<file path="src/rtl/pipeline_ctrl.sv">
// ============================================================================
// Module      : pipeline_ctrl
// Description : Five-stage pipeline control: memory stalls, mispredict flush,
//               load-use bubble insertion and performance counters.
// Revision    : 1.0 - initial release
// ============================================================================
`default_nettype none

module pipeline_ctrl (
  input  logic        clk,
  input  logic        rst,
  input  logic [6:0]  id_opcode,
  input  logic [4:0]  id_rs1,
  input  logic [4:0]  id_rs2,
  input  logic [6:0]  ex_opcode,
  input  logic [4:0]  ex_rd,
  input  logic        br_taken_ex,
  input  logic        imem_resp,
  input  logic        dmem_req,
  input  logic        dmem_resp,
  output logic        load_pc,
  output logic        load_ifid,
  output logic        load_idex,
  output logic        load_exmem,
  output logic        load_memwb,
  output logic        flush_ifid,
  output logic        flush_idex,
  output logic        pc_sel,
  output logic [31:0] stall_cycles,
  output logic [31:0] bubble_count,
  output logic [31:0] flush_count
);

  localparam logic [6:0] c_OP_JALR   = 7'b1100111;
  localparam logic [6:0] c_OP_BRANCH = 7'b1100011;
  localparam logic [6:0] c_OP_LOAD   = 7'b0000011;
  localparam logic [6:0] c_OP_STORE  = 7'b0100011;
  localparam logic [6:0] c_OP_IMM    = 7'b0010011;
  localparam logic [6:0] c_OP_REG    = 7'b0110011;

  typedef enum logic [0:0] {
    ST_RUN  = 1'b0,
    ST_WAIT = 1'b1
  } state_t;

  state_t      r_state;
  state_t      w_state_nxt;
  logic        r_i_done;
  logic        r_d_done;
  logic        w_i_done_nxt;
  logic        w_d_done_nxt;
  logic [31:0] r_stall_cycles;
  logic [31:0] r_bubble_count;
  logic [31:0] r_flush_count;

  logic w_i_ok;
  logic w_d_ok;
  logic w_advance;
  logic w_rs1_used;
  logic w_rs2_used;
  logic w_hazard;
  logic w_inc_stall;
  logic w_inc_bubble;
  logic w_inc_flush;

  // A fetch/data response counts if it arrives now or was banked while waiting.
  assign w_i_ok    = imem_resp | r_i_done;
  assign w_d_ok    = !dmem_req | dmem_resp | r_d_done;
  assign w_advance = w_i_ok & w_d_ok;

  always_comb begin
    w_rs1_used = 1'b0;
    w_rs2_used = 1'b0;
    case (id_opcode)
      c_OP_JALR, c_OP_LOAD, c_OP_IMM: w_rs1_used = 1'b1;
      c_OP_BRANCH, c_OP_STORE, c_OP_REG: begin
        w_rs1_used = 1'b1;
        w_rs2_used = 1'b1;
      end
      default: ;
    endcase
  end

  assign w_hazard = (ex_opcode == c_OP_LOAD) && (ex_rd != 5'd0) &&
                    ((w_rs1_used && (id_rs1 == ex_rd)) ||
                     (w_rs2_used && (id_rs2 == ex_rd)));

  always_ff @(posedge clk) begin
    if (rst) begin
      r_state        <= ST_RUN;
      r_i_done       <= 1'b0;
      r_d_done       <= 1'b0;
      r_stall_cycles <= 32'd0;
      r_bubble_count <= 32'd0;
      r_flush_count  <= 32'd0;
    end else begin
      r_state        <= w_state_nxt;
      r_i_done       <= w_i_done_nxt;
      r_d_done       <= w_d_done_nxt;
      if (w_inc_stall)  r_stall_cycles <= r_stall_cycles + 32'd1;
      if (w_inc_bubble) r_bubble_count <= r_bubble_count + 32'd1;
      if (w_inc_flush)  r_flush_count  <= r_flush_count + 32'd1;
    end
  end

  always_comb begin
    w_state_nxt  = r_state;
    w_i_done_nxt = r_i_done;
    w_d_done_nxt = r_d_done;
    load_pc      = 1'b0;
    load_ifid    = 1'b0;
    load_idex    = 1'b0;
    load_exmem   = 1'b0;
    load_memwb   = 1'b0;
    flush_ifid   = 1'b0;
    flush_idex   = 1'b0;
    pc_sel       = 1'b0;
    w_inc_stall  = 1'b0;
    w_inc_bubble = 1'b0;
    w_inc_flush  = 1'b0;

    if (!rst) begin
      if (!w_advance) begin
        // Done bits are zero in RUN, so OR-ing covers both RUN->WAIT and WAIT.
        w_state_nxt  = ST_WAIT;
        w_i_done_nxt = r_i_done | imem_resp;
        w_d_done_nxt = r_d_done | (dmem_req & dmem_resp);
        w_inc_stall  = 1'b1;
      end else begin
        w_state_nxt  = ST_RUN;
        w_i_done_nxt = 1'b0;
        w_d_done_nxt = 1'b0;
        load_exmem   = 1'b1;
        load_memwb   = 1'b1;
        load_idex    = 1'b1;
        if (br_taken_ex) begin
          // Mispredict wins: the hazarding ID instruction is squashed anyway.
          load_pc     = 1'b1;
          load_ifid   = 1'b1;
          pc_sel      = 1'b1;
          flush_ifid  = 1'b1;
          flush_idex  = 1'b1;
          w_inc_flush = 1'b1;
        end else if (w_hazard) begin
          flush_idex   = 1'b1;
          w_inc_bubble = 1'b1;
        end else begin
          load_pc   = 1'b1;
          load_ifid = 1'b1;
        end
      end
    end
  end

  assign stall_cycles = r_stall_cycles;
  assign bubble_count = r_bubble_count;
  assign flush_count  = r_flush_count;

endmodule

`default_nettype wire

</file>
<file path="config.mk">
export PLATFORM = sky130hd
export DESIGN_NAME = pipeline_ctrl
export DESIGN_NICKNAME = d
export VERILOG_FILES = /design/src/rtl/pipeline_ctrl.sv
export SDC_FILE = /design/constraint.sdc
export NUM_CORES = 1
export LEC_CHECK = 0
export CAP_MARGIN = 30
export CORE_MARGIN = 3
export CORE_UTILIZATION = 49
export DETAILED_ROUTE_END_ITERATION = 6
export GPL_TIMING_DRIVEN = 0
export HOLD_SLACK_MARGIN = 0.12
export PLACE_DENSITY = 0.81
export SYNTH_ARGS = -nofsm -noshare
export SYNTH_HDL_FRONTEND = slang
export SYNTH_SLANG_ARGS = --single-unit
</file>
<file path="constraint.sdc">
create_clock -name clk -period 3.7 [get_ports clk]
set_input_delay 0.925 -clock clk [delete_from_list [all_inputs] [get_ports clk]]
set_output_delay 0.925 -clock clk [all_outputs]
set_load 0.05 [all_outputs]
</file>
==> results.yml <==
synthesis:
  synthCells: 605
  syn_area_sq_um: 5069
  synth.avg_cell_area_sq_um: 8.378
  synth_top_family_by_area: "simple AND/OR/NAND/NOR gates"
  synth-main-ff-cell: "dfxtp_1"
  synthMuxAreaShare_pct: 0.6665
  synthesis.nets: 643
  synth-seq-area-share_pct: 38.71
  ys_ff_latch: 98
  yosysTopAreaCell: "dfxtp_1"
  synth-xor-area-share_pct: 7.949
  synth.area.top_cells: "dfxtp_1 (39%), a21oi_1 (5.2%), or4_1 (4.6%)"
  synth_most_common_cell: "dfxtp_1"
  ys_warn_count: 0
  synth_edf_count: 0
  synth_top_cells_by_count: "dfxtp_1 (98), nor2_1 (56), a21oi_1 (53), nand2_1 (35), nand3_1 (32)"
  synth_compound_gate_area_share_pct: 15.01
  netlist.area_leader.share_pct: 38.71
  synth.distinct_cells: 52
  async_flop_share_pct: 0
  synthSimpleGateAreaFrac_pct: 32.24
  synth_fa_ha_area_share_pct: 0.7406
worst_setup_path:
  critPathTopFamily: "buffers and inverters"
  worst_setup_path_start_kind: "input port"
  worstPathRequired_ns: 2.77
  r2r_slack_ns: 1.26
  worst-path-buf-inv: 3
  worstPathMaxFanout: 9
  worst_path_max_delay_cell: "clkdlybuf4s50_1"
  crit_chain: "clkdlybuf4s50_1 -> xor2_1 -> nor4_2 -> a22oi_2 -> nor2b_2 -> a21boi_2 -> buf_4 -> buf_6"
  slowest_delay_ns: 0.53
  critPathCaptureType: "output pin"
  crit_arrival_ns: 2.79
  crit_type: "input port to output pin"
route:
  drtAntennaViolNets: 0
  routed_wl_um: 15430
  drt-vias-per-instance: 5.896
  drt_pre_antenna_iters: 5
  drt_iter0_drc: 289
  drc_errors: 0
  routedWlPerCell_um: 17.19
  num_vias: 5295
timing:
  tns_ns: -0.01617
  skew_ns: 0.01251
  max_slew.worst_pin.slew_ns: 0.7919
  maxSlewViolCount: 0
  post-route-min-period_ns: 3.716
  fin_crit_sh_pct: 100.4
  finalHoldViolCount: 0
  fmax_mhz: 269.1
  setup_viol: 1
  timing.slew.headroom_pct: 46.77
  rsz0062_at_grt: "yes"
  setup_ws_ns: -0.01617
clock_network:
  ctsRootBufferMaster: "clkbuf_8"
  path_clk_slew_ns: 0.09
  clk_latency_ns: 0.37
  ctsHtreeMaxLevel: 3
  clock_path_buffers: 2
  numClockSinks: 98
  holdBufCountCts: 0
  numCtsBuffers: 9
  cts_tree: "yes"
grt:
  grt_pass1_wl_um: 24920
  gr-total-overflow: 0
  grt_usage_pct: 26.24
  grt_start_max_net_pins: 17
  grt_pass1_vias: 5135
  antenna_found_initial: 0
place:
  port_buffers: 138
  pre_cts_ws_ns: -1.121
  post-dp-hpwl_um: 11400
  gp_congestion: 0.8856
die:
  die-area_sq_um: 11600
  die_h_um: 107.7
  start_util_pct: 51.15
  ios: 139
  coreArea_sq_um: 9910
  die_w_um: 107.7
  placementRows: 36
power_and_ir_drop:
  power-per-cell-area_nw_per_um2: 283.3
  vdd_drop_max_v: 0.0002079
  leakage_nw: 2.180
job:
  drv_cap: 0
layout:
  area_delta_synth_final_pct: 36.09
  post-route-util_pct: 69.61
  drive_gt1_share_pct: 9.020
  final_nets: 798
  n_antenna_cell: 0
outcome:
  failed_checks: "setup timing"
  run_status: "finished with violations"
hold_path:
  hold_class: "register to register"
-- path summary, 6_finish.rpt --
kind / end / startpoint / cells past startpoint
setup / recovery: load_pc / ex_rd[4] / 8
hold / removal: bubble_count[31] / bubble_count[31] / 2
setup reg to reg: bubble_count[14] / bubble_count[0] / 6
hold reg to reg: bubble_count[31] / bubble_count[31] / 2
-- layout make-up --
class / instances / area (sq um)
Fill cell: 820 / 3012
Buffer: 35 / 171.4
Sequential cell: 98 / 1962
Clock buffer: 9 / 123.9
Inverter: 17 / 63.81
Timing Repair Buffer: 145 / 1439
Tap cell: 133 / 166.4
Multi-Input combinational cell: 454 / 2903
Clock inverter: 7 / 68.82
-- routing by layer --
layer / global-route usage [%] / routed length [um] / vias up
li1: - / - / 2565
met1: 32.43 / 6404 / 2520
met2: 46.00 / 7808 / 190
met3: 6.059 / 1005 / 20
met4: 6.492 / 216 / 0
met5: 0 / 0 / -
-- cell families (layout without fill, tap and decap cells) --
logic type | count (synthesis) | in the layout
mux | 3 | 3
fa+ha+maj | 3 | 3
buf+inv | 53 | 213
xor+xnor | 46 | 46
simple gates | 280 | 280
flops | 98 | 98
compound gates | 122 | 122
-- tightest hold or removal path: cells and delay by family (launching register included) --
family / cells / cell delay [ns]
compound gates: 2 / 0.12
flops: 1 / 0.33
-- stage by stage --
stage / instances / hold WS (ns) / area, sq um / total power, W
floorplan: 605 / 0.4525 / 5075 / 0.001185
global placement: 876 / 0.4651 / 6623 / 0.001264
detailed placement: 876 / 0.4847 / 6623 / 0.001268
CTS: 893 / 0.4990 / 6840 / 0.001951
global route: 898 / 0.5345 / 6898 / 0.002020
finish: 898 / 0.4955 / 6898 / 0.001954
-- power by group --
part,switching [W],leakage (nW),internal [W]
sequential,0.00000711,0.790,0.00106
combinational,0.000108,1.29,0.0000747
clock,0.000393,0.0954,0.000312
total,0.000508,2.18,0.00145
-- layout by cell type (no fill, tap or decap), types with 3 or more instances in the layout --
master	Yosys	final
dlymetal6s2s_1	0	4
nand3_1	32	32
clkdlybuf4s50_1	0	126
dfxtp_1	98	98
nor4_2	2	4
xor2_1	21	21
a21oi_1	53	53
nor4_1	9	7
o21ai_0	22	22
or4_1	31	31
buf_2	4	4
or3_1	20	20
ha_1	3	3
inv_1	17	16
and4_1	13	13
and2_1	3	3
mux2_1	3	3
nand4_1	29	29
o31ai_1	29	29
dlygate4sd2_1	0	3
nor3_1	17	17
buf_4	4	12
nand2_1	35	35
nor4_4	3	3
xnor2_1	25	25
and3_1	6	6
clkbuf_8	0	9
o41ai_1	4	4
nor2_1	56	54
clkinv_2	0	3
nor2b_1	4	3
or2_2	7	7
clkbuf_1	24	22
-- timing repair --
action                     CTS  global route
setup endpoints to repair    8             5
gates resized for setup     34             9
pin swaps                    2             3
setup buffers                1             6
-- flip-flops by register name, summed over array words and instances, names as in the netlist --
signal        count
flush_count      32
r_i_done          1
r_d_done          1
stall_cycles     32
bubble_count     32
Power figures use the tool's default switching activity.
